[config.mk]
export PLATFORM = sky130hd
export DESIGN_NAME = ap_fifo_downsizer_flat
export DESIGN_NICKNAME = d
export VERILOG_FILES = /design/src/rtl/ap_fifo_downsizer_if.sv /design/src/rtl/ap_fifo_downsizer.sv /design/src/flat_wrapper.sv
export SDC_FILE = /design/constraint.sdc
export NUM_CORES = 1
export LEC_CHECK = 0
export BUFFER_PORTS_ARGS = -buffer_cell sky130_fd_sc_hd__buf_2
export CORE_MARGIN = 2
export CORE_UTILIZATION = 25
export CTS_CLUSTER_DIAMETER = 40
export DETAILED_ROUTE_END_ITERATION = 10
export PLACE_DENSITY = 0.5
export SLEW_MARGIN = 20
export SYNTH_ARGS = -nofsm -noshare
export SYNTH_HDL_FRONTEND = slang
export SYNTH_SLANG_ARGS = --single-unit
[constraint.sdc]
create_clock -name ap_clk -period 4.7 [get_ports ap_clk]
set_input_delay 0.705 -clock ap_clk [delete_from_list [all_inputs] [get_ports ap_clk]]
set_output_delay 0.705 -clock ap_clk [all_outputs]
set_load 0.02 [all_outputs]
[src/rtl/ap_fifo_downsizer_if.sv]
// ap_fifo write-side and read-side signals of the downsizer, plus its status outputs.
interface ap_fifo_downsizer_if #(
  parameter int IN_W   = 128,
  parameter int OUT_W  = 32,
  parameter int ADDR_W = 2
);
  logic [IN_W-1:0]   in_din;
  logic              in_write;
  logic              in_full_n;
  logic [OUT_W-1:0]  out_dout;
  logic              out_empty_n;
  logic              out_read;
  logic [ADDR_W:0]   level;
  logic              err_overflow;
  logic              err_underflow;

  // Producer/consumer side (IP core plus host stream, or a testbench).
  modport master (
    output in_din, in_write, out_read,
    input  in_full_n, out_dout, out_empty_n, level, err_overflow, err_underflow
  );

  // The downsizer itself.
  modport slave (
    input  in_din, in_write, out_read,
    output in_full_n, out_dout, out_empty_n, level, err_overflow, err_underflow
  );
endinterface

[src/rtl/ap_fifo_downsizer.sv]
// ap_fifo downsizer: buffers IN_W-bit words and presents them as OUT_W-bit lanes,
// lowest lane first, with show-ahead read data.
module ap_fifo_downsizer #(
  parameter int IN_W   = 128,
  parameter int OUT_W  = 32,
  parameter int DEPTH  = 4,
  parameter int ADDR_W = 2
) (
  input logic                ap_clk,
  input logic                ap_rst,
  ap_fifo_downsizer_if.slave bus
);

  localparam int RATIO  = IN_W / OUT_W;
  localparam int LANE_W = (RATIO > 1) ? $clog2(RATIO) : 1;
  localparam logic [LANE_W-1:0] LAST_LANE = LANE_W'(RATIO - 1);
  localparam logic [ADDR_W:0]   FULL_LVL  = (ADDR_W + 1)'(DEPTH);

  logic [IN_W-1:0]   mem_q [DEPTH];
  logic [ADDR_W-1:0] wr_ptr_q, wr_ptr_d;
  logic [ADDR_W-1:0] rd_ptr_q, rd_ptr_d;
  logic [LANE_W-1:0] lane_q, lane_d;
  logic [ADDR_W:0]   level_q, level_d;
  logic              live_q;
  logic              ovf_q, ovf_d;
  logic              unf_q, unf_d;

  logic full_n, empty_n, wr_en, rd_en, pop_word;

  // Flags decoded from the registered level; live_q holds full_n low during reset
  // and releases it on the first edge after reset drops.
  always_comb begin
    full_n   = live_q & (level_q != FULL_LVL);
    empty_n  = (level_q != '0);
    wr_en    = bus.in_write & full_n;
    rd_en    = bus.out_read & empty_n;
    pop_word = rd_en & (lane_q == LAST_LANE);
  end

  // Next-state for pointers, lane counter, level and sticky errors.
  always_comb begin
    wr_ptr_d = wr_ptr_q;
    rd_ptr_d = rd_ptr_q;
    lane_d   = lane_q;
    level_d  = level_q;
    ovf_d    = ovf_q | (bus.in_write & ~full_n);
    unf_d    = unf_q | (bus.out_read & ~empty_n);
    if (wr_en) begin
      wr_ptr_d = wr_ptr_q + ADDR_W'(1);
    end
    if (rd_en) begin
      if (lane_q == LAST_LANE) begin
        lane_d   = '0;
        rd_ptr_d = rd_ptr_q + ADDR_W'(1);
      end else begin
        lane_d = lane_q + LANE_W'(1);
      end
    end
    // Write and final-lane pop in the same cycle cancel out on the level.
    case ({wr_en, pop_word})
      2'b10:   level_d = level_q + (ADDR_W + 1)'(1);
      2'b01:   level_d = level_q - (ADDR_W + 1)'(1);
      default: level_d = level_q;
    endcase
  end

  // Control state register, async reset.
  always_ff @(posedge ap_clk or posedge ap_rst) begin
    if (ap_rst) begin
      wr_ptr_q <= '0;
      rd_ptr_q <= '0;
      lane_q   <= '0;
      level_q  <= '0;
      live_q   <= 1'b0;
      ovf_q    <= 1'b0;
      unf_q    <= 1'b0;
    end else begin
      wr_ptr_q <= wr_ptr_d;
      rd_ptr_q <= rd_ptr_d;
      lane_q   <= lane_d;
      level_q  <= level_d;
      live_q   <= 1'b1;
      ovf_q    <= ovf_d;
      unf_q    <= unf_d;
    end
  end

  // Word storage; not cleared by reset.
  always_ff @(posedge ap_clk) begin
    if (wr_en) begin
      mem_q[wr_ptr_q] <= bus.in_din;
    end
  end

  assign bus.out_dout      = mem_q[rd_ptr_q][int'(lane_q) * OUT_W +: OUT_W];
  assign bus.in_full_n     = full_n;
  assign bus.out_empty_n   = empty_n;
  assign bus.level         = level_q;
  assign bus.err_overflow  = ovf_q;
  assign bus.err_underflow = unf_q;

endmodule

[src/flat_wrapper.sv]
// flat-port wrapper written by rule: the top's interface ports become plain ports
module ap_fifo_downsizer_flat 
#(
  parameter int IN_W   = 128,
  parameter int OUT_W  = 32,
  parameter int DEPTH  = 4,
  parameter int ADDR_W = 2
)
  (ap_clk, ap_rst, bus_in_din, bus_in_write, bus_out_read, bus_in_full_n, bus_out_dout, bus_out_empty_n, bus_level, bus_err_overflow, bus_err_underflow);
  ap_fifo_downsizer_if #(.IN_W(IN_W), .OUT_W(OUT_W), .ADDR_W(ADDR_W)) bus_i ();
  input logic ap_clk;
  input logic ap_rst;
  input wire logic [$bits(bus_i.in_din)-1:0] bus_in_din;
  input wire logic [$bits(bus_i.in_write)-1:0] bus_in_write;
  input wire logic [$bits(bus_i.out_read)-1:0] bus_out_read;
  output wire logic [$bits(bus_i.in_full_n)-1:0] bus_in_full_n;
  output wire logic [$bits(bus_i.out_dout)-1:0] bus_out_dout;
  output wire logic [$bits(bus_i.out_empty_n)-1:0] bus_out_empty_n;
  output wire logic [$bits(bus_i.level)-1:0] bus_level;
  output wire logic [$bits(bus_i.err_overflow)-1:0] bus_err_overflow;
  output wire logic [$bits(bus_i.err_underflow)-1:0] bus_err_underflow;
  assign bus_i.in_din = bus_in_din;
  assign bus_i.in_write = bus_in_write;
  assign bus_i.out_read = bus_out_read;
  assign bus_in_full_n = bus_i.in_full_n;
  assign bus_out_dout = bus_i.out_dout;
  assign bus_out_empty_n = bus_i.out_empty_n;
  assign bus_level = bus_i.level;
  assign bus_err_overflow = bus_i.err_overflow;
  assign bus_err_underflow = bus_i.err_underflow;
  ap_fifo_downsizer #(.IN_W(IN_W), .OUT_W(OUT_W), .DEPTH(DEPTH), .ADDR_W(ADDR_W)) u_core (.ap_clk(ap_clk), .ap_rst(ap_rst), .bus(bus_i));
endmodule
## Yosys cells after proc, flatten, opt, wreduce, memory -nomap -nowiden

Memories as Yosys holds them, arrays and structs flattened.
Index checks and enable logic that the tools add are counted.

| storage, ports and cells | value |
|---|---|
| register bits after elaboration | 12 |
| RAM bits | 512 |
| bits of input ports | 132 |
| output and inout port bits | 39 |
| logic and storage cells | 35 |
| memories | 1 |

Memories:

| memory | depth | bits a word | rd ports | clocked after Yosys merged registers in | write ports | RTL line | text |
|---|---|---|---|---|---|---|---|
| u_core.mem_q | 4 | 128 | 1 | 0 | 1 | ap_fifo_downsizer.sv:19 | `logic [IN_W-1:0] mem_q [DEPTH];` |

| operators by class | value |
|---|---|
| add/sub/neg operators | 5 |
| equality and inequality tests | 4 |
| shift-type cells | 1 |
| multiplexer cells | 4 |
| bitwise operators | 10 |
| reductions and logical operators | 3 |

Operators by type and width:

| cell | count |
|---|---|
| $shiftx 128x8->32 | 1 |
| $add 2x1->2 const B | 3 |
| $and 1x1->1 | 6 |
| $pmux 3 s2 | 1 |
| $eq 2x2->1 const B | 2 |
| $add 3x1->3 const B | 1 |
| $ne 3x3->1 const B | 1 |
| $reduce_bool 3->1 | 1 |
| $sub 3x1->3 const B | 1 |
| $eq 2x1->1 const B | 1 |
| $mux 1 | 2 |
| $mux 2 | 1 |
| $not 1->1 | 2 |
| $or 1x1->1 | 2 |
| $reduce_and 2->1 | 1 |
| $reduce_bool 2->1 | 1 |

## Logic depth before layout (Yosys ltp)

| logic depth | value |
|---|---|
| word-level depth | 5 |
| depth in mapped cells | 9 |
| gate-level depth less buffers | 9 |

## Worst setup path after synthesis

OpenSTA, ideal clock, no wires.

| timing path | value |
|---|---|
| kind | input -> register |
| start point | in bus_in_write |
| end point | mem u_core.mem_q[0][0], enable pin |
| library setup time | 503 ps |
| data arrival time | 3943 ps |
| required time | 4197 ps |
| setup slack | 255 ps |
| stages on the path | 2 |
| buffers on the path | 0 |
| cell sequence | o311a_1 -> and2_1 |

| between the ends | value |
|---|---|
| word-level cells in the longest chain between the ends | 3 |

RTL lines:

| item | RTL line | text |
|---|---|---|
| from (decl) | flat_wrapper.sv:14 | `input wire logic [$bits(bus_i.in_write)-1:0] bus_in_write;` |
| $and 1x1->1 | ap_fifo_downsizer.sv:35 | `wr_en = bus.in_write & full_n;` |
| $mux 1 | ap_fifo_downsizer.sv:90 | `if (wr_en) begin` |
| $mux 1 (implied by the code) | ap_fifo_downsizer.sv:91 | `mem_q[wr_ptr_q] <= bus.in_din;` |
| to (decl) | ap_fifo_downsizer.sv:19 |  |

Every way passes these cells.

## Final worst setup path

| timing path | value |
|---|---|
| start point | reg u_core.rd_ptr_q[0] |
| end point | out bus_out_dout[10] |

| between the ends | value |
|---|---|
| word-level cells in the longest chain between the ends | 2 |

RTL lines:

| item | RTL line | text |
|---|---|---|
| from (decl) | ap_fifo_downsizer.sv:21 | `logic [ADDR_W-1:0] rd_ptr_q, rd_ptr_d;` |
| from (signal assigned) | ap_fifo_downsizer.sv:79 | `rd_ptr_q <= rd_ptr_d;` |
| $mem_v2 4x128 | - |  |
| $shiftx 128x8->32 | ap_fifo_downsizer.sv:95 | `assign bus.out_dout = mem_q[rd_ptr_q][int'(lane_q) * OUT_W +: OUT_W];` |
| to (decl) | flat_wrapper.sv:17 | `output wire logic [$bits(bus_i.out_dout)-1:0] bus_out_dout;` |

Every way passes these cells.

==> impl_metrics.toml <==
[final_layout]
commonest_cells_after_routing_fill_and_taps_aside = "sky130_fd_sc_hd__edfxtp_1, sky130_fd_sc_hd__buf_2, sky130_fd_sc_hd__mux4_2"
mostFrequentLayoutCell = "sky130_fd_sc_hd__edfxtp_1"
diodes = 0
post_route_cells_drive_above_1_share = 0.414
multi_input_comb_area_mm2 = 0.00383
final_util = 0.316
finish.net_count = 1212
sequential_cell_area_mm2 = 0.0157
finalInstanceArea_mm2 = 0.0248
area_delta_synth_final_pct = 25.9
fillerInstances = 7588

[worst_setup_path]
worst-r2r-cell-count = 4
worstSetupEndpoint = "bus_out_dout[10]"
worstSetupStartpoint = "u_core.rd_ptr_q[0]"
worst_setup_path_start_kind = "flop"
setup.worst_path.end_class = "output pin"
ff2ff_setup_slack_ns = 2.25
crit-reg2reg-capture = "u_core.mem_q[2][114]"
criticalPathCategory = "reg2out"
startpoint_of_the_worst_register_to_register_path = "u_core.bus.level[2]"
worst-endpoint-required_ns = 3.99
critical_path_peak_fanout = 30
cp_data_arrival_time_ns = 3.09

[die]
initial_utilization = 0.251
io_pins = 171
floorplan.core_area_mm2 = 0.0786
row_count = 103
dieHeight_um = 285
die_x_um = 285
die-area_mm2 = 0.0812

[detailed_routing]
antenna_left = 0
route.detailed.wl_per_inst_um = 21.1
drt_drc_violations_left = 0
drt-vias-per-instance = 4.30
wl_um = 46100
first_iter_violations = 713
route.vias.total = 9388
drt_first_pass_iters = 4

[synthesis]
synthCells = 838
yosys_warnings = 0
mean_cell_area_of_the_mapped_netlist_um2 = 23.6
ys_seq_elements = 524
synth_cell_type_count = 26
post_synthesis_sequential_area_ratio = 0.794
syn-num-nets = 977
syn-cell-area_mm2 = 0.0197

[placed_design]
dpl_worst_slack_ns = 1.42
io_buffers = 170
post_dp_cell_area_mm2 = 0.0220
place.gp.congestion = 0.680
dpl.hpwl_um = 26700

[power_and_ir_drop]
irDropWorstVdd_v = 0.000378
p_per_area_mw_per_mm2 = 652
p_leak_nw = 8.22

[sta]
final.period_utilization = 0.808
post-route-min-period_ns = 3.80
setup_viol = 0
setup-tns-final_ns = 0
fin_worst_skew_ns = 0.0328
drv_slew = 0
setup_ws_ns = 0.904
transition_time_at_the_pin_with_the_least_slew_margin_ns = 0.865
rsz0062_at_grt = "false"
maximum_clock_frequency_mhz = 263
number_of_hold_violations_in_the_final_report = 0
worst_slew_margin_rel = 0.423

[clocking]
cts_tree = "done"
htreeDepth = 3
cts_hold_repair.buffers = 0
post_cts_resize_count = 0
tritoncts.num_buffers = 82
max-clock-path-buffers = 3
root_buffer = "sky130_fd_sc_hd__clkbuf_16"
numClockSinks = 524
post_cts_setup_buffer_count = 0
clk_transition_reported_paths_ns = 0.04
clock_insertion_delay_worst_skew_ns = 0.61

[global_route]
globalRouteOverflowTotal = 0
grt_busiest_layer = "met2"
grt_pass1_wl_um = 68000
groute.layer.met1.usage = 0.143
groute.usage.overall = 0.114
grt_max_degree = 56
first_global_vias = 10300
grt_antenna_before_repair = 8
globalRouteMet3Util = 0.0250
global_route.usage.met2 = 0.192

[status]
run_status = "finished, final reports clean"

[worst_hold_path]
hold_path_class = "in2async"

[job]
cap_viol_max_count = 0
[synthesized netlist by cell type]
cell,n,area (um^2)
sky130_fd_sc_hd__mux2i_1,1,10.0
sky130_fd_sc_hd__a31o_2,1,8.76
sky130_fd_sc_hd__buf_4,6,45.0
sky130_fd_sc_hd__conb_1,1,3.75
sky130_fd_sc_hd__mux4_2,128,2880
sky130_fd_sc_hd__or3_1,1,6.26
sky130_fd_sc_hd__dfrtp_1,12,300
sky130_fd_sc_hd__buf_1,3,11.3
sky130_fd_sc_hd__a21boi_0,1,7.51
sky130_fd_sc_hd__inv_1,9,33.8
sky130_fd_sc_hd__clkbuf_1,25,93.8
sky130_fd_sc_hd__nor2b_1,2,12.5
sky130_fd_sc_hd__edfxtp_1,512,15400
sky130_fd_sc_hd__and2_1,5,31.3
sky130_fd_sc_hd__xor2_1,2,17.5
sky130_fd_sc_hd__mux2_2,3,33.8
sky130_fd_sc_hd__nand2_1,34,128
sky130_fd_sc_hd__buf_6,5,56.3
sky130_fd_sc_hd__xnor2_1,4,35.0
sky130_fd_sc_hd__nor2_1,4,15.0
sky130_fd_sc_hd__o311a_1,2,20.0
sky130_fd_sc_hd__buf_2,5,25.0
sky130_fd_sc_hd__ha_1,6,75.1
sky130_fd_sc_hd__a22oi_1,64,480
sky130_fd_sc_hd__fa_1,1,20.0
sky130_fd_sc_hd__o21bai_1,1,7.51
[registers in the layout (all words and copies together), names as in the netlist]
signal,cells
u_core.live_q,1
u_core.bus.err_overflow,1
u_core.rd_ptr_q,2
u_core.bus.level,3
u_core.mem_q,512
u_core.bus.err_underflow,1
u_core.wr_ptr_q,2
u_core.lane_q,2
[critical path, stage by stage (launching register included)]
cell and delay, ns:
sky130_fd_sc_hd__dfrtp_4 0.90, sky130_fd_sc_hd__buf_4 0.43, sky130_fd_sc_hd__mux4_2 0.54, sky130_fd_sc_hd__a22oi_1 0.28
sky130_fd_sc_hd__nand2_1 0.12, sky130_fd_sc_hd__buf_2 0.18
[through the flow]
step                      cells  hold slack (ns)  power (W)
after global routing       2184            0.148     0.0170
after global placement     2039            0.452     0.0103
after floorplan             838            0.534    0.00885
after CTS                  2184           0.0946     0.0165
final                      2184            0.132     0.0162
after detailed placement   2039            0.466     0.0104
[per-layer routing]
| metal | part of all wire | routed length [um] |
|---|---|---|
| met3 | 0.049 | 2260 |
| met2 | 0.50 | 23100 |
| met1 | 0.43 | 19700 |
| met5 | 0.00059 | 27 |
| met4 | 0.023 | 1070 |
[logic make-up (layout without fill, tap and decap cells)]
kind of cell    Yosys count  in the layout  share of synthesized area
xor+xnor                  6              6                    0.00266
buf+inv                  53            349                     0.0134
fa+ha+maj                 7              7                    0.00482
compound gates           69             69                     0.0266
flops                   524            524                      0.794
simple gates             46             46                    0.00976
other cells               1              1                   0.000190
mux                     132            132                      0.148
[power by group]
| part | internal [W] | switching, W | leakage (nW) |
|---|---|---|---|
| Clock | 0.00395 | 0.00214 | 1.35 |
| Sequential | 0.00570 | 0.000331 | 4.78 |
| Combinational | 0.00176 | 0.00231 | 2.10 |
[worst min path at each step]
stage | startpoint | to | slack, ns | depth (start not counted)
global placement | u_core.bus.err_overflow | u_core.bus.err_overflow | 0.45 | 1
floorplan | u_core.wr_ptr_q[1] | u_core.wr_ptr_q[1] | 0.53 | 1
finish | ap_rst | u_core.rd_ptr_q[1] | 0.13 | 2
CTS | ap_rst | u_core.rd_ptr_q[1] | 0.09 | 2
detailed placement | u_core.bus.err_overflow | u_core.bus.err_overflow | 0.47 | 1
global route | ap_rst | u_core.rd_ptr_q[1] | 0.15 | 2
[area by class of cell]
type | count | area share
clock buffers | 90 | 0.0855
clock inverters | 55 | 0.0274
inverters | 9 | 0.00136
multi-input cells | 261 | 0.154
flip-flops and latches | 524 | 0.631
well taps | 1050 | 0.0529
repair buffers | 195 | 0.0473
(Power assumes the default switching activity.)
